==> src/rtl/wb_mem_bist.sv <==
// wb_mem_bist: Wishbone initiator that writes a seeded pattern over a word range, reads it back and checks it
// Ports: wb_clk_i clock, wb_rst_i async active-low reset; start + cfg_* launch a run (config sampled on start);
// sdr_init_done holds traffic until the controller is ready; busy/done/pass/timeout/err_count/first_err_addr
// report status; wb_* is the registered Wishbone master port (incrementing bursts, sel always 4'hF while stb).
module wb_mem_bist #(
    parameter int APP_AW = 26,
    parameter int APP_DW = 32,
    parameter int TO_CYC = 1023
) (
    input  logic              wb_clk_i,
    input  logic              wb_rst_i,
    input  logic              start,
    input  logic [APP_AW-1:0] cfg_base_addr,
    input  logic [15:0]       cfg_num_words,
    input  logic [7:0]        cfg_burst_len,
    input  logic [31:0]       cfg_seed,
    input  logic              sdr_init_done,
    output logic              busy,
    output logic              done,
    output logic              pass,
    output logic              timeout,
    output logic [15:0]       err_count,
    output logic [APP_AW-1:0] first_err_addr,
    output logic              wb_cyc_o,
    output logic              wb_stb_o,
    output logic              wb_we_o,
    output logic [APP_AW-1:0] wb_addr_o,
    output logic [APP_DW-1:0] wb_dat_o,
    output logic [3:0]        wb_sel_o,
    output logic [2:0]        wb_cti_o,
    input  logic              wb_ack_i,
    input  logic [APP_DW-1:0] wb_dat_i
);
    localparam int TW = $clog2(TO_CYC + 1);
    typedef enum logic [2:0] {IDLE, WAIT_INIT, WR_BURST, WR_GAP, RD_BURST, RD_GAP, FINISH} state_t;
    state_t state;
    logic [APP_AW-1:0] base_q;
    logic [15:0] num_q, idx, words_left, burst_l, idx_nxt;
    logic [7:0] bl_q, beats_left;
    logic [31:0] seed_q;
    logic [TW-1:0] tcnt;
    logic launch, last_beat, last_word, rd_err;

    function automatic logic [APP_DW-1:0] pat(input logic [31:0] s, input logic [15:0] i);
        return APP_DW'(s ^ {i, ~i});
    endfunction

    assign burst_l   = (words_left < {8'd0, bl_q}) ? words_left : {8'd0, bl_q};
    assign idx_nxt   = idx + 16'd1;
    assign last_beat = beats_left == 8'd1;
    assign last_word = words_left == 16'd1;
    assign rd_err    = !wb_we_o && (wb_dat_i != wb_dat_o);
    // A new burst starts from the init wait or from either one-cycle gap; the read gap starts read bursts.
    assign launch    = (state == WAIT_INIT && sdr_init_done) || state == WR_GAP || state == RD_GAP;

    always_ff @(posedge wb_clk_i or negedge wb_rst_i) begin
        if (!wb_rst_i) begin
            state          <= IDLE;
            base_q         <= '0;
            num_q          <= '0;
            idx            <= '0;
            words_left     <= '0;
            bl_q           <= '0;
            beats_left     <= '0;
            seed_q         <= '0;
            tcnt           <= '0;
            busy           <= 1'b0;
            done           <= 1'b0;
            pass           <= 1'b0;
            timeout        <= 1'b0;
            err_count      <= '0;
            first_err_addr <= '0;
            wb_cyc_o       <= 1'b0;
            wb_stb_o       <= 1'b0;
            wb_we_o        <= 1'b0;
            wb_addr_o      <= '0;
            wb_dat_o       <= '0;
            wb_sel_o       <= '0;
            wb_cti_o       <= '0;
        end else begin
            case (state)
                IDLE: begin
                    done <= 1'b0;
                    if (start && !done) begin
                        base_q         <= cfg_base_addr & ~APP_AW'(3);
                        num_q          <= cfg_num_words;
                        bl_q           <= (cfg_burst_len == 8'd0) ? 8'd1 : cfg_burst_len;
                        seed_q         <= cfg_seed;
                        idx            <= '0;
                        words_left     <= cfg_num_words;
                        wb_addr_o      <= cfg_base_addr & ~APP_AW'(3);
                        wb_dat_o       <= pat(cfg_seed, 16'd0);
                        err_count      <= '0;
                        timeout        <= 1'b0;
                        first_err_addr <= '0;
                        pass           <= 1'b0;
                        busy           <= 1'b1;
                        state          <= (cfg_num_words == 16'd0) ? FINISH : WAIT_INIT;
                    end
                end
                WR_BURST, RD_BURST: begin
                    if (wb_ack_i) begin
                        idx        <= idx_nxt;
                        words_left <= words_left - 16'd1;
                        beats_left <= beats_left - 8'd1;
                        wb_addr_o  <= wb_addr_o + APP_AW'(4);
                        wb_dat_o   <= pat(seed_q, idx_nxt);
                        tcnt       <= '0;
                        wb_cti_o   <= (beats_left == 8'd2) ? 3'b111 : 3'b010;
                        if (rd_err) begin
                            if (err_count != 16'hFFFF)
                                err_count <= err_count + 16'd1;
                            if (err_count == 16'd0)
                                first_err_addr <= wb_addr_o;
                        end
                        if (last_beat) begin
                            wb_cyc_o <= 1'b0;
                            wb_stb_o <= 1'b0;
                            wb_we_o  <= 1'b0;
                            wb_sel_o <= '0;
                            wb_cti_o <= '0;
                            state    <= last_word ? (wb_we_o ? RD_GAP : FINISH) : (wb_we_o ? WR_GAP : RD_GAP);
                        end
                        // End of the write pass rewinds to word 0 for the read pass.
                        if (last_word && wb_we_o) begin
                            idx        <= '0;
                            words_left <= num_q;
                            wb_addr_o  <= base_q;
                            wb_dat_o   <= pat(seed_q, 16'd0);
                        end
                    end else if (tcnt == TW'(TO_CYC - 1)) begin
                        wb_cyc_o <= 1'b0;
                        wb_stb_o <= 1'b0;
                        wb_we_o  <= 1'b0;
                        wb_sel_o <= '0;
                        wb_cti_o <= '0;
                        timeout  <= 1'b1;
                        state    <= FINISH;
                    end else begin
                        tcnt <= tcnt + TW'(1);
                    end
                end
                FINISH: begin
                    done  <= 1'b1;
                    busy  <= 1'b0;
                    pass  <= (err_count == 16'd0) && !timeout;
                    state <= IDLE;
                end
                default: ;
            endcase
            if (launch) begin
                wb_cyc_o   <= 1'b1;
                wb_stb_o   <= 1'b1;
                wb_we_o    <= state != RD_GAP;
                wb_sel_o   <= 4'hF;
                beats_left <= burst_l[7:0];
                wb_cti_o   <= (burst_l == 16'd1) ? 3'b111 : 3'b010;
                tcnt       <= '0;
                state      <= (state == RD_GAP) ? RD_BURST : WR_BURST;
            end
        end
    end
endmodule

==> config.mk <==
export PLATFORM = sky130hd
export DESIGN_NAME = wb_mem_bist
export DESIGN_NICKNAME = d
export VERILOG_FILES = /design/src/rtl/wb_mem_bist.sv
export SDC_FILE = /design/constraint.sdc
export NUM_CORES = 1
export LEC_CHECK = 0
export ABC_CLOCK_PERIOD_IN_PS = 4300
export BUFFER_PORTS_ARGS = -buffer_cell sky130_fd_sc_hd__clkbuf_2
export CAP_MARGIN = 15
export CORE_UTILIZATION = 52
export CTS_BUF_LIST = sky130_fd_sc_hd__clkbuf_8
export CTS_CLUSTER_DIAMETER = 200
export DETAILED_ROUTE_END_ITERATION = 8
export MAX_ROUTING_LAYER = met4
export PLACE_DENSITY = 0.75
export REMOVE_ABC_BUFFERS = 1
export SETUP_SLACK_MARGIN = 0.15
export SLEW_MARGIN = 30
export SYNTH_ARGS = -nofsm -noshare
export SYNTH_HDL_FRONTEND = slang
export SYNTH_SLANG_ARGS = --single-unit
==> constraint.sdc <==
create_clock -name wb_clk_i -period 4.3 [get_ports wb_clk_i]
set_input_delay 0.43 -clock wb_clk_i [delete_from_list [all_inputs] [get_ports wb_clk_i]]
set_output_delay 0.43 -clock wb_clk_i [all_outputs]
set_load 0.01 [all_outputs]
==> impl_metrics.py <==
metrics = {
    "run_status": {
        "outcome": "finished clean",
    },
    "placed_design": {
        "gp_congestion": 0.852,
        "dp_slack_ns": 0.750,
        "dpl.hpwl_um": 22200,
        "dp_cells": 1911,
        "io_buffer_count": 228,
        "place_area_um2": 14000,
    },
    "grt": {
        "grt_first_pass_wirelength_um": 53500,
        "grt_util_all_layers_pct": 27.9,
        "antenna_found_initial": 0,
        "grt_max_degree": 104,
        "grt_overflow_total": 0,
        "grt_pass1_vias": 10700,
    },
    "worst_setup_path": {
        "worst_ep_required_time_ns": 4.76,
        "startpoint": "words_left[10]$_DFFE_PN0P_",
        "cp.arrival_ns": 4.07,
        "r2r_end": "wb_dat_o[29]$_DFFE_PN0P_",
        "cp.depth": 12,
        "crit_path_end": "wb_dat_o[29]$_DFFE_PN0P_",
        "cpLargestDelayFamily": "simple AND/OR/NAND/NOR gates",
        "reg2reg_from": "words_left[10]$_DFFE_PN0P_",
        "cp_max_fo": 55,
        "end_kind": "register",
        "critical-path-max-stage-delay_ns": 0.51,
        "path_cells": "nor4_1 > nand2b_1 > nor4_1 > nand3_1 > inv_1 > ha_2 > buf_4 > nor2_1 > mux2i_1 > xnor2_1 > nor2_1 > o21ai_0",
        "crit_buf_inv": 2,
        "rr_worst_depth": 12,
        "reg2reg_setup_slack_ns": 0.69,
        "critPathSlowestCell": "nor4_1",
        "worst_setup_path_start_kind": "register",
        "critPathKind": "reg -> reg",
    },
    "sta": {
        "hold_viol": 0,
        "finalSetupViolations": 0,
        "period_share_pct": 84.0,
        "finClkSkew_ns": 0.0186,
        "fin_ws_ns": 0.688,
        "maxSlewViolCount": 0,
        "maxSlewHeadroom_pct": 37.7,
        "fin_tns_setup_ns": 0,
        "fin_crit_ns": 3.61,
        "tightest_slew_ns": 0.933,
        "whs_ns": 0.0912,
        "fmax_ghz": 0.277,
        "rsz0062_at_grt": "no",
    },
    "detailed_routing": {
        "wire_per_inst_um": 17.0,
        "postRouteAntennaNets": 0,
        "drc": 0,
        "routed_via_density": 5.71,
        "wl_met1_um": 15100,
        "vias": 11300,
        "drt-pass1-iter-count": 5,
        "drt_wl_total_um": 33700,
        "top_layer_used": "met4",
        "met3WireLength_um": 1770,
        "dr.first_iter.drc_count": 719,
        "wl_met2_um": 16000,
    },
    "yosys": {
        "synthArstFlopShare_pct": 100,
        "yosys.cell_types.count": 64,
        "syn_inst": 1436,
        "postSynthAreaPerCell_um2": 8.82,
        "synth_edf_count": 0,
        "ys.flop_type": "dfrtp_1",
        "synth-seq-area-share_pct": 47.0,
        "synth_area_um2": 12700,
        "synth_seq_cells": 238,
        "synth_warnings": 0,
    },
    "die": {
        "num_rows": 56,
        "initial_core_util_pct": 53.5,
        "core-area_um2": 23700,
        "die_w_um": 158,
        "io_pins": 233,
        "die_h_um": 158,
        "die_area_um2": 25000,
    },
    "power_and_ir_drop": {
        "p_leak_nw": 7.17,
        "max-vdd-ir-drop_uv": 627,
        "powerDensity_nw_per_um2": 739,
        "power_mw": 11.0,
    },
    "min_path": {
        "hp-start": "cfg_seed[0]",
        "hp-class": "in -> reg",
    },
    "cts": {
        "clock_latency_ns": 0.55,
        "cts-root-buf": "clkbuf_8",
        "cts_buffer_depth": 3,
        "path_clk_slew_ns": 0.06,
        "cts-htree-levels": 2,
        "cts_buffers": 43,
        "tritoncts": "built",
        "cts.sinks": 238,
    },
    "final_layout": {
        "utilization_pct": 62.8,
        "mostFrequentLayoutCells": "nand2_1 (349), dfrtp_1 (238), clkbuf_2 (227), o21ai_0 (112), nor2_1 (83)",
        "stdcell_area_um2": 14900,
        "fin_cells": 1983,
        "n_fill_cell": 2052,
        "nets": 1778,
        "drive_gt1_share_pct": 19.7,
        "layout_commonest_cell": "nand2_1",
        "n_antenna_cell": 0,
        "syn_to_final_growth_pct": 17.4,
    },
    "job": {
        "maxCapViolations": 0,
    },
}
-- kinds of logic (layout without fill, tap and decap cells) --
family / count (synthesis) / count (layout) / share of synthesized area, %
xor+xnor: 103 / 103 / 7.12
compound gates: 297 / 297 / 14.7
fa+ha+maj: 21 / 21 / 2.08
flops: 238 / 238 / 47.0
other cells: 1 / 2 / 0.0296
buf+inv: 118 / 345 / 4.02
simple gates: 626 / 626 / 22.4
mux: 32 / 32 / 2.55
-- worst min-delay path by stage --
stage,depth (start not counted),end
after global routing,3,seed_q[0]$_DFFE_PN0P_
final,3,seed_q[0]$_DFFE_PN0P_
after global placement,2,base_q[14]$_DFFE_PN0P_
after detailed placement,2,num_q[7]$_DFFE_PN0P_
after floorplan,0,base_q[10]$_DFFE_PN0P_
after CTS,3,seed_q[14]$_DFFE_PN0P_
-- per-layer routing --
layer	global-route usage [%]	vias up
met5	-	-
met4	9.07	0
met3	3.56	65
met2	44.6	378
met1	36.8	5470
li1	-	5402
-- cells in the mapped netlist, drive strengths merged (12+ instances only) --
| master | instances | share of area, % |
|---|---|---|
| nand2 | 351 | 10 |
| mux2i | 30 | 2.4 |
| nor2 | 87 | 2.8 |
| o211ai | 15 | 0.89 |
| ha | 21 | 2.1 |
| nand3 | 36 | 1.5 |
| buf | 29 | 1.4 |
| inv | 27 | 0.80 |
| nor4 | 31 | 1.6 |
| clkbuf | 62 | 1.8 |
| o31ai | 12 | 0.71 |
| a22o | 33 | 2.3 |
| dfrtp | 238 | 47 |
| a21oi | 67 | 2.7 |
| xnor2 | 34 | 2.4 |
| nand4 | 29 | 1.4 |
| xor2 | 69 | 4.8 |
| and3 | 12 | 0.59 |
| o21ai | 112 | 4.4 |
| nor3 | 31 | 1.2 |
-- sequential cells by signal, indices dropped and copies added (netlist names), 16 cells and up --
name            count
idx                16
words_left         16
num_q              16
err_count          16
wb_addr_o          24
seed_q             32
wb_dat_o           32
base_q             24
first_err_addr     25
-- worst reg2reg max path: stages (launching register included) --
cell	delay, ns
dfrtp_1	0.42
nor4_1	0.51
nand2b_1	0.24
nor4_1	0.49
nand3_1	0.19
inv_1	0.12
ha_2	0.17
buf_4	0.50
nor2_1	0.12
mux2i_1	0.38
xnor2_1	0.17
nor2_1	0.05
o21ai_0	0.16
-- power by group --
group | switching, mW | leakage, nW | total (mW) | internal [mW]
sequential | 0.956 | 3.01 | 4.11 | 3.16
clock | 0.934 | 0.468 | 2.09 | 1.15
combinational | 2.96 | 3.69 | 4.79 | 1.82
total | 4.85 | 7.17 | 11.0 | 6.14
-- final cells by class --
cell class	instances	area (um^2)	area share (%)
multi-input cells	1081	6260	42.1
flip-flops and latches	238	5960	40.1
well taps	319	399	2.68
clock inverters	22	154	1.04
clock buffers	49	674	4.54
repair buffers	247	1320	8.89
inverters	27	101	0.682
-- repair_timing --
action                    in CTS  in global routing
hold buffers                   1                  0
setup buffers                  0                  0
hold endpoints to repair      94                  0
resized for setup              0                  0
Note: power is estimated with default switching activity, not from simulation.
